--- src/rtl/rr_pkg.sv ---
// Shared types and helpers for the round-robin grant controller.
package rr_pkg;

  typedef enum logic [0:0] {ST_IDLE, ST_GRANT} rr_state_t;

  // Upper bound on requester count supported by the mask helper.
  localparam int unsigned MAX_REQ = 64;

  typedef logic [MAX_REQ-1:0] req_vec_t;

  // Mask with bits ptr..width-1 set: requesters at or above the pointer.
  function automatic req_vec_t wrap_mask(input int unsigned ptr, input int unsigned width);
    req_vec_t m;
    m = '0;
    for (int unsigned i = 0; i < MAX_REQ; i++) begin
      if ((i >= ptr) && (i < width)) m[i] = 1'b1;
    end
    return m;
  endfunction

endpackage

--- src/rtl/first1_finder.sv ---
// Lowest set bit search: one-hot result, binary index and found flag.
module first1_finder #(
  parameter int unsigned WIDTH = 4,
  parameter int unsigned IDX_W = (WIDTH > 1) ? $clog2(WIDTH) : 1
) (
  input  logic [WIDTH-1:0] vec_i,
  output logic [WIDTH-1:0] onehot_o,
  output logic [IDX_W-1:0] idx_o,
  output logic             found_o
);

  // Scan from the top down so the lowest set bit is written last.
  always_comb begin
    onehot_o = '0;
    idx_o    = '0;
    found_o  = 1'b0;
    for (int unsigned i = WIDTH; i > 0; i--) begin
      if (vec_i[i-1]) begin
        onehot_o = '0;
        onehot_o[i-1] = 1'b1;
        idx_o    = IDX_W'(i-1);
        found_o  = 1'b1;
      end
    end
  end

endmodule

--- src/rtl/rr_grant_ctrl.sv ---
// Round-robin arbiter with registered valid/ack handshake and grant lock.
module rr_grant_ctrl
  import rr_pkg::*;
#(
  parameter int unsigned REQ_CNT = 4,
  parameter int unsigned IDX_W   = $clog2(REQ_CNT)
) (
  input  logic               clk_i,
  input  logic               srst_n_i,
  input  logic [REQ_CNT-1:0] req_i,
  input  logic               lock_i,
  input  logic               grant_ack_i,
  output logic               grant_val_o,
  output logic [REQ_CNT-1:0] grant_o,
  output logic [IDX_W-1:0]   grant_idx_o,
  output logic               busy_o
);

  rr_state_t          state;
  logic [IDX_W-1:0]   ptr;
  logic [IDX_W-1:0]   ptr_next;

  logic [REQ_CNT-1:0] masked;
  logic [REQ_CNT-1:0] m_onehot, r_onehot, sel_onehot;
  logic [IDX_W-1:0]   m_idx, r_idx, sel_idx;
  logic               m_found, r_found;

  assign masked = req_i & REQ_CNT'(wrap_mask(32'(ptr), REQ_CNT));

  first1_finder #(.WIDTH(REQ_CNT), .IDX_W(IDX_W)) u_find_masked (
    .vec_i    (masked),
    .onehot_o (m_onehot),
    .idx_o    (m_idx),
    .found_o  (m_found)
  );

  first1_finder #(.WIDTH(REQ_CNT), .IDX_W(IDX_W)) u_find_raw (
    .vec_i    (req_i),
    .onehot_o (r_onehot),
    .idx_o    (r_idx),
    .found_o  (r_found)
  );

  // Prefer requesters at/above the pointer; otherwise wrap to the lowest one.
  always_comb begin
    sel_onehot = r_onehot;
    sel_idx    = r_idx;
    if (m_found) begin
      sel_onehot = m_onehot;
      sel_idx    = m_idx;
    end
  end

  // Explicit wrap keeps the pointer in range for non-power-of-two counts.
  always_comb begin
    ptr_next = grant_idx_o + IDX_W'(1);
    if (grant_idx_o == IDX_W'(REQ_CNT - 1)) ptr_next = '0;
  end

  // Grant FSM, rotation pointer and registered grant outputs.
  always_ff @(posedge clk_i) begin
    if (!srst_n_i) begin
      state       <= ST_IDLE;
      ptr         <= '0;
      grant_val_o <= 1'b0;
      grant_o     <= '0;
      grant_idx_o <= '0;
    end else begin
      case (state)
        ST_IDLE: begin
          if (r_found) begin
            state       <= ST_GRANT;
            grant_val_o <= 1'b1;
            grant_o     <= sel_onehot;
            grant_idx_o <= sel_idx;
          end
        end
        ST_GRANT: begin
          if (grant_ack_i && !lock_i) begin
            state       <= ST_IDLE;
            ptr         <= ptr_next;
            grant_val_o <= 1'b0;
            grant_o     <= '0;
            grant_idx_o <= '0;
          end
        end
        default: state <= ST_IDLE;
      endcase
    end
  end

  assign busy_o = (state != ST_IDLE);

endmodule

--- config.mk ---
export PLATFORM = sky130hd
export DESIGN_NAME = rr_grant_ctrl
export DESIGN_NICKNAME = d
export VERILOG_FILES = /design/src/rtl/rr_pkg.sv /design/src/rtl/first1_finder.sv /design/src/rtl/rr_grant_ctrl.sv
export SDC_FILE = /design/constraint.sdc
export NUM_CORES = 1
export LEC_CHECK = 0
export BUFFER_PORTS_ARGS = -buffer_cell sky130_fd_sc_hd__buf_2
export CORE_UTILIZATION = 40
export CTS_CLUSTER_DIAMETER = 60
export DETAILED_ROUTE_END_ITERATION = 12
export HOLD_SLACK_MARGIN = 0.03
export PLACE_DENSITY = 0.6
export SYNTH_ARGS = -nofsm -noshare
export SYNTH_HDL_FRONTEND = slang
export SYNTH_SLANG_ARGS = --single-unit
--- constraint.sdc ---
create_clock -name clk_i -period 1.6 [get_ports clk_i]
set_input_delay 0.08 -clock clk_i [delete_from_list [all_inputs] [get_ports clk_i]]
set_output_delay 0.08 -clock clk_i [all_outputs]
set_load 0.01 [all_outputs]
Yosys cells after proc, flatten, opt, wreduce, memory -nomap -nowiden
Cells that the tools add are included.
{ "word_totals": {"reg_bits": 10, "in_bits": 8, "output_inout_bits": 8, "wordCells": 60} }
{ "classes": {"add_sub_neg": 1, "magnitude_cmp": 3, "n_eq_ne": 3, "mux": 42, "n_bitwise": 2, "reduce_logical": 4} }
{ "ops": {"columns": ["operator", "n"], "rows": [
  ["$mux 4", 11],
  ["$mux 2", 12],
  ["$mux 1", 15],
  ["$pmux 4 s2", 1],
  ["$and 4x4->4", 1],
  ["$ge 1x2->1 const A", 2],
  ["$pmux 1 s2", 2],
  ["$pmux 2 s2", 1],
  ["$reduce_and 2->1", 2],
  ["$add 2x1->2 const B", 1],
  ["$eq 2x2->1 const B", 1],
  ["$ge 2x2->1 const A", 1],
  ["$ne 2x1->1 const B", 1],
  ["$ne 2x2->1 const B", 1],
  ["$logic_and 1x1->1", 1],
  ["$logic_not 1->1", 1],
  ["$not 1->1", 1]
]} }

Longest topological paths before layout
Gate-level depths: netlist of the first run.
{ "logic_depth": {"ltp_word": 10, "mapped_depth": 5, "mapped_depth_nobuf": 4} }

By module
Synthesis of the first run repeated with hierarchy kept, for this count alone.
{ "unflattened": {"hier_cells": 71, "area_unflattened_um2": 605.6} }
{ "modules_own_cells": {"columns": ["mod", "n_inst", "cells_each", "area_each_um2", "seq_area_each_um2"], "rows": [
  ["rr_grant_ctrl", 1, 49, 483.0, 200.2],
  ["first1_finder", 2, 11, 61.3, 0.0]
]} }

Worst setup path after synthesis of the first run
No wires, ideal clock.
{ "synth_path": {"path_type": "register to register", "from": "register state (netlist: busy_o)", "to": "register grant_o[0]", "setup_ns": 0.117, "arrival_ns": 1.036, "t_required_ns": 1.483, "path_slack_ns": 0.447, "stages_incl_launch_ff": 5, "n_path_buf": 0, "synth_period_minus_slack_ns": 1.153, "path_cell_list": "dfxtp_1 -> nand3b_2 -> nand2_1 -> nor2_2 -> a32o_2"} }
{ "synth_between": {"elab_chain_cells": 3, "elab_cells_between_ends": 5, "cone_classes": "2 x eq/ne; 1 x mux; 1 x bitwise; 1 x reduce/logical"} }
{ "synth_rtl": {"columns": ["item", "line_no", "rtl"], "rows": [
  ["from (decl)", "rr_grant_ctrl.sv:19", "rr_state_t state;"],
  ["from (signal assigned)", "rr_grant_ctrl.sv:63", "state <= ST_IDLE;"],
  ["from (signal assigned)", "rr_grant_ctrl.sv:72", "state <= ST_GRANT;"],
  ["from (signal assigned)", "rr_grant_ctrl.sv:80", "state <= ST_IDLE;"],
  ["$not 1->1", null, null],
  ["$ne 2x2->1 (no line)", null, null],
  ["$reduce_and 2->1 (no line)", null, null],
  ["to (signal assigned)", "rr_grant_ctrl.sv:74", "grant_o <= sel_onehot;"],
  ["to (decl)", "rr_grant_ctrl.sv:14", "output logic [REQ_CNT-1:0] grant_o,"]
]} }
Several ways; a longest one is shown, not always the timed one.
A chain may end at the register's enable or synchronous reset.

Worst setup path after layout of the first run
Same ends and word-level chain as after synthesis.

==> flow_metrics.tcl, run 1 <==
set metrics [dict create \
    most-common-layout-cells "buf_2, dfxtp_1, a21oi_1, nor2b_1, o21ai_0" \
    die_x_um 40.9 \
    ctsLongestPathBuffers 2 \
    finalNetCount 97 \
    syn_inst 73 \
    grt_pass1_wl_um 1870 \
    path_clk_slew_ns 0.07 \
    cp.arrival_ns 1.37 \
    drv_slew 0 \
    min_path_type "in -> reg" \
    diodes 0 \
    required_ns 1.75 \
    reg2reg_slack_ns 0.38 \
    io_pins 16 \
    max_freq_mhz 820 \
    crit_fanout 9 \
    r2r_cells 4 \
    leakagePower_nw 0.328 \
    pwr-share-comb_pct 17.6 \
    wire_per_inst_um 12.9 \
    cts_made_buffers 3 \
    hold_violations 0 \
    status "finished clean" \
    cts_resized 0 \
    synth-seq-area-share_pct 33.1 \
    row_count 13 \
    die_h_um 40.9 \
    holdPathEnd "grant_idx_o[0]" \
    routed_via_density 5.50 \
    maxCapViolCount 0 \
    htree_levels 1 \
    crit_path_start_kind "flip-flop" \
    finalSetupViolCount 0 \
    clkPwrFrac_pct 37.3 \
    rsz0062_at_grt "no" \
    final_cells 102 \
    synth.distinct_cells 29 \
    critPathKind "reg -> reg" \
    antenna_found_initial 0 \
    relSlewSlack_pct 77.8 \
    detail_route.iter0.violations 17 \
    clock-sinks 10 \
    synth.avg_cell_area_um2 8.30 \
    clock_latency_ns 0.26 \
    rr_endpoint "grant_o[0]" \
    min_period_ns 1.22 \
    hold_ws_ns 0.134 \
    ir_drop_v 0.000579 \
    dp_hpwl_um 987 \
    power.switching_w 0.000162 \
    cts_tree "built" \
    worst_slack_ns 0.380 \
    p_per_area_nw_per_um2 861 \
    gp_congestion 0.801 \
    holdCritStartpoint "srst_n_i" \
    tightest_slew_ns 0.330 \
    final.period_utilization_pct 76.2 \
    postCtsHoldBufs 0 \
    syn-num-nets 82 \
    min_path_cells 2 \
    pre_cts_ws_ns 0.393 \
    grt_pass1_vias 426 \
    postCtsSetupBuffers 0 \
    drive_gt1_share_pct 29.9 \
    endpoint_kind "flip-flop" \
    fin_tns_setup_ns 0 \
    sw_frac_of_total_pct 26.6 \
    die-area_um2 1670 \
    grt_use_total_pct 17.6 \
    dp_cells 98 \
    synth_seq_cells 10 \
    r2r_start "busy_o" \
    yosysWarnings 0 \
    fillerInstances 147 \
    startpoint "busy_o" \
    dr.pass1.iters 4 \
    start_util_pct 44.9 \
    grt_max_degree 11 \
    overflow 0 \
    fin_util_pct 52.4 \
    areaGrowthSynthToFinish_pct 16.7 \
    ant_nets 0 \
    final_common_cell "buf_2" \
    route.detailed.drc 0 \
    wirelength_um 1310 \
    core_um2 1350 \
    io_buffers 15 \
    pwr-share-seq_pct 45.1 \
    root_buffer "clkbuf_4" \
    syn_area_um2 606 \
    clock-skew-final_ns 0.00921 \
    p_int_w 0.000447 \
    via_count 561 \
]
## worst max-delay path by stage
stage               cells after the start             end  slack [ns]
CTS                                     4  grant_idx_o[1]        0.38
detailed placement                      4      grant_o[0]        0.39
global placement                        4      grant_o[0]        0.44
floorplan                               4      grant_o[0]        0.45
finish                                  4      grant_o[0]        0.38
global route                            4  grant_idx_o[1]        0.29
## cell usage after synthesis
master,count,area share [%]
inv_1,4,2.5
nor2b_1,6,6.2
buf_6,1,1.9
nor4_4,1,3.5
nor2_1,3,1.9
nand3_1,4,3.3
nand2b_1,2,2.1
nand2_1,3,1.9
a32o_2,2,3.7
buf_4,1,1.2
a21oi_1,8,6.6
clkbuf_1,2,1.2
dfxtp_1,10,33
mux2i_1,1,1.7
o21a_1,1,1.2
nand3b_2,1,1.9
o2111ai_1,2,2.9
o211ai_1,2,2.5
a211o_1,1,1.4
o211a_1,1,1.7
nor3b_1,1,1.2
nor2_2,2,2.1
o21ai_0,5,4.1
o22ai_1,2,2.1
nor3_1,1,0.83
buf_2,2,1.7
ha_1,1,2.1
o21bai_1,1,1.2
a21boi_1,2,2.5
## power by group through the flow
stage          Combinational [W]  Sequential, W  Clock, W
6_report                0.000107       0.000274  0.000227
3_5_place_dp            0.000108       0.000280         0
2_1_floorplan          0.0000748       0.000284         0
5_1_grt                 0.000118       0.000277  0.000246
4_1_cts                 0.000109       0.000274  0.000235
3_3_place_gp            0.000108       0.000280         0
## logic make-up (layout without fill, tap and decap cells)
| kind of cell | Yosys count | count (layout) | share of synthesized area [%] |
|---|---|---|---|
| and+or+nand+nor | 24 | 24 | 24.8 |
| buffers and inverters | 10 | 24 | 8.47 |
| AOI/OAI and AO/OA | 27 | 27 | 30.0 |
| DFF | 10 | 10 | 33.1 |
| muxes | 1 | 1 | 1.65 |
| adders and majority gates | 1 | 1 | 2.07 |
## worst max-delay path, stage by stage (launching register included)
cell      delay, ns
dfxtp_1        0.46
nand3b_2       0.22
nand2_1        0.16
nor2_2         0.05
a32o_2         0.22
## layout make-up
type	count	area [um2]	share of cell area, %
Sequential cell	10	200	28.3
Tap cell	15	18.8	2.65
Multi-Input combinational cell	53	354	50.1
Inverter	4	15.0	2.12
Clock buffer	4	36.3	5.13
Timing Repair Buffer	16	82.6	11.7
## layer usage
metal / part of all wire (%) / GRT usage [%] / wire, um
met1: 50 / 25.2 / 650
met2: 45 / 24.2 / 589
met3: 5.0 / 6.52 / 66
met4: 0.46 / 5.00 / 6
met5: 0 / 0 / 0
## per-stage QoR
stage / cell area [um2] / total power [W]
5_1_grt: 707 / 0.000641
6_report: 707 / 0.000609
4_1_cts: 707 / 0.000618
3_3_place_gp: 671 / 0.000388
3_5_place_dp: 671 / 0.000388
2_1_floorplan: 606 / 0.000359
## state kept, by name (all words and copies together) (netlist names)
register and cells:
grant_o 4, grant_idx_o 2, ptr 2, busy_o 1, grant_val_o 1
Note: power is estimated with default switching activity, not from simulation.
==> inputs of run 2 (changes only) <==
--- a/config.mk
+++ b/config.mk
@@ -5,12 +5,13 @@
 export SDC_FILE = /design/constraint.sdc
 export NUM_CORES = 1
 export LEC_CHECK = 0
+export ABC_AREA = 1
 export BUFFER_PORTS_ARGS = -buffer_cell sky130_fd_sc_hd__buf_2
 export CORE_UTILIZATION = 40
 export CTS_CLUSTER_DIAMETER = 60
 export DETAILED_ROUTE_END_ITERATION = 12
 export HOLD_SLACK_MARGIN = 0.03
-export PLACE_DENSITY = 0.6
+export PLACE_DENSITY = 0.64
 export SYNTH_ARGS = -nofsm -noshare
 export SYNTH_HDL_FRONTEND = slang
 export SYNTH_SLANG_ARGS = --single-unit
==> constraint.sdc (replaced) <==
create_clock -name clk_i -period 1.01 [get_ports clk_i]
set_input_delay 0.0505 -clock clk_i [delete_from_list [all_inputs] [get_ports clk_i]]
set_output_delay 0.0505 -clock clk_i [all_outputs]
set_load 0.01 [all_outputs]
==> run 2 against run 1 <==
- highest routed layer unchanged
- largest cell class unchanged
- wire length down 10%
- utilization up 12 points
- maximum frequency up 12%
- setup slack worse by 0.46 ns
- the run now ends with negative setup slack left
- sequential share of layout area down 0.96 points
- final cell count up 14%
- die area down 12%
==> flow_metrics.tcl, run 2 <==
set metrics [dict create \
    syn_inst 76 \
    max_freq_mhz 921 \
    netlist_top_cells_area "dfxtp_1, nand2_1, a21oi_1" \
    crit_fanout 5 \
    wirelength_um 1180 \
    overflow 0 \
    crit_buf_inv 2 \
    final.period_utilization_pct 107 \
    slowest_stage "dfxtp_4" \
    synth.avg_cell_area_um2 7.00 \
    relSlewSlack_pct 79.1 \
    fin_area_um2 754 \
    finalNetCount 112 \
    status "complete, but fails checks" \
    antenna_found_initial 0 \
    rsz0062_at_grt "yes" \
    dp_hpwl_um 916 \
    cts_tree "built" \
    syn_area_um2 532 \
    fin_util_pct 64.4 \
    start_util_pct 45.4 \
    root_buffer "clkbuf_4" \
    final_cells 116 \
    core_um2 1170 \
    die_x_um 38.5 \
    ctsLongestPathBuffers 2 \
    endpoint_kind "flip-flop" \
    synth_common_cells "nand2_1, dfxtp_1, nor2_1" \
    route.detailed.drc 0 \
    dp_cells 111 \
    via_count 552 \
    htree_levels 1 \
    dr.pass1.iters 4 \
    leakagePower_nw 0.367 \
    cp.arrival_ns 1.24 \
    areaGrowthSynthToFinish_pct 41.9 \
    max_stage_delay_ns 0.36 \
    clock-sinks 10 \
    most-common-layout-cells "nand2_1, buf_2, nor2_1, dfxtp_1, a21oi_1" \
    worst_slack_ns -0.0753 \
    io_pins 16 \
    critPathKind "reg -> reg" \
    min_path_type "in -> reg" \
    finalSetupViolCount 10 \
    min_period_ns 1.09 \
    regMostFlops "grant_o" \
    routed_via_density 4.76 \
    top_regs "grant_o x4, grant_idx_o x2, ptr x2" \
    ir_drop_v 0.000944 \
    detail_route.iter0.violations 12 \
    synth_seq_cells 10 \
    path_clk_slew_ns 0.08 \
    cp_top_family "flip-flops" \
    die-area_um2 1480 \
    crit_path_start_kind "flip-flop" \
    tightest_slew_ns 0.312 \
    failed_checks "negative setup slack" \
    synth-seq-area-share_pct 37.6 \
    ys.flop_type "dfxtp_1" \
    io_buffers 15 \
    row_count 12 \
    p_per_area_nw_per_um2 1360 \
    cp_cell_sequence "inv_4 > nor3_4 > inv_2 > o21ai_2 > a21oi_2" \
    grt_use_total_pct 21.3 \
    yosysWarnings 0 \
    pre_cts_ws_ns -0.137 \
    synth.distinct_cells 18 \
    wire_per_inst_um 10.2 \
    gp_congestion 0.773 \
    syn-num-nets 85 \
    maxCapViolCount 0 \
    drive_gt1_share_pct 43.1 \
    synth_top_area_share_pct 37.6 \
    drv_slew 0 \
    clock_latency_ns 0.27 \
    synth_edf_count 0 \
    grt_max_degree 10 \
    required_ns 1.17 \
    cts_made_buffers 3 \
    grt_pass1_vias 520 \
    fin_tns_setup_ns -0.403 \
    placed_area_um2 676 \
    post-synth-top-area-cell "dfxtp_1" \
    ant_nets 0 \
    die_h_um 38.5 \
    async_flop_share_pct 0 \
    clock-skew-final_ns 0.0128 \
    final_common_cell "nand2_1" \
    hold_violations 0 \
    synthMostInstantiatedCell "nand2_1" \
    largest_register_ff_count 4 \
    postCtsSetupBuffers 0 \
    diodes 0 \
    grt_pass1_wl_um 2060 \
]
==> run 2: layout make-up <==
class	count	area (um2)
fill	110	417
multi-input combinational	58	328
sequential	10	206
timing repair buffer	22	134
clock buffer	4	36.3
inverter	8	32.5
tap	14	17.5
==> run 2: power by group <==
group | switching [W] | internal [W] | total, W
Sequential | 0.0000152 | 0.000420 | 0.000436
Clock | 0.000149 | 0.000219 | 0.000368
Combinational | 0.000129 | 0.0000966 | 0.000226
Total | 0.000294 | 0.000736 | 0.00103
==> run 2: path summary, 6_finish.rpt <==
kind | cells after the start | to | start | slack [ns]
hold / removal | 3 | grant_o[0] | srst_n_i | 0.04
hold reg to reg | 2 | grant_val_o | grant_val_o | 0.46
setup reg to reg | 5 | ptr[1] | busy_o | -0.08
setup / recovery | 5 | ptr[1] | busy_o | -0.08
==> run 2: repair_timing <==
action / in CTS / in global routing
gates resized for setup: 6 / 4
hold endpoints to repair: 0 / 1
pin swaps: 3 / 3
hold buffers: 0 / 1
endpoints found under the setup margin: 10 / 10
==> run 2: worst reg2reg max path: cells and delay by family, from the launching register on <==
kind | cells | cell delay [ns]
and+or+nand+nor | 1 | 0.31
DFF | 1 | 0.36
buffers and inverters | 2 | 0.14
AOI/OAI and AO/OA | 2 | 0.17
==> run 2: logic make-up after synthesis <==
kind of cell | count (synthesis) | share of synthesized area (%)
adders and majority gates | 1 | 2.35
DFF | 10 | 37.6
and+or+nand+nor | 45 | 40.9
buffers and inverters | 8 | 5.65
AOI/OAI and AO/OA | 12 | 13.4
==> run 2: stage by stage <==
stage / total power [W] / hold WS [ns]
after floorplan: 0.000564 / 0.192
after global placement: 0.000650 / 0.321
after detailed placement: 0.000652 / 0.324
after CTS: 0.00103 / 0.0470
after global routing: 0.00109 / 0.0545
final: 0.00103 / 0.0441
==> run 2: metal layers <==
| metal | up-vias | share of wire, % | global-route usage (%) |
|---|---|---|---|
| met2 | 11 | 51 | 38.1 |
| met1 | 246 | 43 | 20.9 |
| met3 | 2 | 5.1 | 8.72 |
| met4 | 0 | 0.93 | 10.3 |
| li1 | 293 | - | - |
| met5 | - | 0 | 0 |
==> inputs of run 3 (changes only) <==
--- a/config.mk
+++ b/config.mk
@@ -7,11 +7,12 @@
 export LEC_CHECK = 0
 export ABC_AREA = 1
 export BUFFER_PORTS_ARGS = -buffer_cell sky130_fd_sc_hd__buf_2
+export CORE_MARGIN = 5
 export CORE_UTILIZATION = 40
 export CTS_CLUSTER_DIAMETER = 60
 export DETAILED_ROUTE_END_ITERATION = 12
 export HOLD_SLACK_MARGIN = 0.03
-export PLACE_DENSITY = 0.64
+export PLACE_DENSITY = 0.78
 export SYNTH_ARGS = -nofsm -noshare
 export SYNTH_HDL_FRONTEND = slang
 export SYNTH_SLANG_ARGS = --single-unit
==> run 3 against run 2 <==
- largest power group unchanged
- sequential share of layout area down 0.92 points
- the run still ends with negative setup slack left
- setup slack improved by 0.0092 ns
- combinational power increased by 11%
- utilization shrank 3.7 points
- sequential power barely moved
- wire length is 18% higher
- non-clock buffer count rose by 1
- highest routed layer unchanged
- clock power decreased by 1%
- register-to-register slack hardly changed
==> flow_metrics.tcl, run 3 (synthesis gave the netlist of run 2 again) <==
set metrics [dict create \
    finalNetCount 113 \
    grt_use_total_pct 14.7 \
    min_path_cells 3 \
    root_buffer "clkbuf_4" \
    via_count 571 \
    p_per_area_nw_per_um2 1350 \
    detail_route.iter0.violations 13 \
    p_int_w 0.000748 \
    final_common_cell "nand2_1" \
    row_count 13 \
    fin_util_pct 60.8 \
    tightest_slew_ns 0.290 \
    wirelength_um 1400 \
    min_period_ns 1.08 \
    min_path_type "in -> reg" \
    wire_per_inst_um 11.8 \
    rsz0062_at_grt "yes" \
    core_um2 1280 \
    max_freq_mhz 929 \
    rr_endpoint "grant_o[2]" \
    failed_checks "negative setup slack" \
    holdCritStartpoint "srst_n_i" \
    dr.pass1.iters 4 \
    grt_max_degree 10 \
    ir_drop_v 0.000693 \
    holdPathEnd "ptr[1]" \
    routed_via_density 4.84 \
    grt_pass1_wl_um 2230 \
    maxCapViolCount 0 \
    pwr-share-seq_pct 41.6 \
    grt_pass1_vias 566 \
    sw_frac_of_total_pct 28.9 \
    diodes 0 \
    clock-skew-final_ns 0.00218 \
    cp_common_cell "nand2_1" \
    reg2reg_slack_ns -0.07 \
    clkPwrFrac_pct 34.5 \
    htree_levels 1 \
    areaGrowthSynthToFinish_pct 46.8 \
    regMostFlops "grant_o" \
    endpoint_kind "flip-flop" \
    top_regs "grant_o x4, grant_idx_o x2, ptr x2" \
    r2r_start "ptr[1]" \
    crit_path_start_kind "flip-flop" \
    relSlewSlack_pct 80.6 \
    finalSetupViolCount 7 \
    io_pins 16 \
    hold_violations 0 \
    die_h_um 46.5 \
    route.detailed.drc 0 \
    leakagePower_nw 0.382 \
    start_util_pct 41.4 \
    required_ns 1.21 \
    most-common-layout-cells "nand2_1, buf_2, nor2_1, a21oi_1, dfxtp_1" \
    cp.arrival_ns 1.27 \
    r2r_cells 7 \
    power.switching_w 0.000304 \
    worst_slack_ns -0.0661 \
    slowest_stage "dfxtp_2" \
    met1_length_um 601 \
    wl_met3_um 82 \
    antenna_found_initial 0 \
    clock-sinks 10 \
    path_clk_slew_ns 0.07 \
    dr_wl_met2_um 703 \
    status "complete, but fails checks" \
    io_buffers 15 \
    gp_congestion 0.820 \
    ctsLongestPathBuffers 2 \
    overflow 0 \
    max_stage_delay_ns 0.33 \
    postCtsHoldBufs 0 \
    clock_latency_ns 0.26 \
    final_cells 118 \
    drv_slew 0 \
    cts_made_buffers 3 \
    dp_hpwl_um 983 \
    die-area_um2 2160 \
    largest_register_ff_count 4 \
    critPathKind "reg -> reg" \
    pwr-share-comb_pct 23.9 \
    cp_cell_sequence "nor2_1 > nand2_2 > nand2_4 > nor2_4 > nand2_1 > nand2_1 > a21oi_2" \
    top_layer "met4" \
    dp_cells 113 \
    ant_nets 0 \
    cts_tree "built" \
    die_x_um 46.5 \
    final.period_utilization_pct 107 \
    drive_gt1_share_pct 47.6 \
    crit_fanout 3 \
]
run 3: cell count changes in the layout (fill, tap and decap cells not counted), sizes merged:
cell / change
buf: +2
dlygate4sd3: -1
run 3: metrics by stage:
step | power [W] | setup slack (ns) | setup TNS, ns | hold WS [ns] | instance area, um2
6_report | 0.00105 | -0.0661 | -0.301 | 0.0178 | 781
5_1_grt | 0.00111 | -0.166 | -1.05 | 0.0338 | 781
4_1_cts | 0.00103 | -0.0365 | -0.178 | 0.0462 | 736
3_5_place_dp | 0.000660 | -0.106 | -0.475 | 0.327 | 684
3_3_place_gp | 0.000656 | -0.0720 | -0.274 | 0.312 | 684
2_1_floorplan | 0.000564 | -0.00977 | -0.0178 | 0.192 | 538
run 3: per-layer routing:
| metal | GRT usage, % | vias up |
|---|---|---|
| met5 | 0 | - |
| met4 | 9.09 | 0 |
| met3 | 2.73 | 2 |
| met2 | 23.4 | 18 |
| met1 | 18.0 | 257 |
| li1 | - | 294 |
run 3: power by group through the flow:
stage	Clock (W)	Combinational (W)	Sequential (W)
after floorplan	0	0.000109	0.000455
after global placement	0	0.000210	0.000445
after detailed placement	0	0.000214	0.000446
after CTS	0.000366	0.000223	0.000438
after global routing	0.000394	0.000279	0.000441
final	0.000363	0.000251	0.000438
run 3: worst max-delay path: cells and delay by family, from the launching register on:
family / cells / cell delay [ns]
simple gates: 6 / 0.54
flops: 1 / 0.33
compound gates: 1 / 0.12
run 3: what timing repair did:
action,in CTS,in global routing
pin swaps,2,5
setup buffers,1,0
endpoints found under the setup margin,9,10
resized for setup,4,12
run 3: worst max path at each step:
stage | start | endpoint | cells past startpoint
finish | ptr[1] | grant_o[2] | 7
global route | ptr[1] | grant_o[2] | 7
CTS | busy_o | ptr[1] | 5
detailed placement | ptr[1] | grant_o[2] | 7
global placement | ptr[0] | grant_idx_o[1] | 7
floorplan | busy_o | ptr[1] | 5
run 3: cell type report:
cell class / count / area, um2
clock buffer: 4 / 36.3
timing repair buffer: 23 / 143
sequential: 10 / 206
multi-input combinational: 58 / 344
fill: 106 / 504
tap: 15 / 18.8
inverter: 8 / 32.5
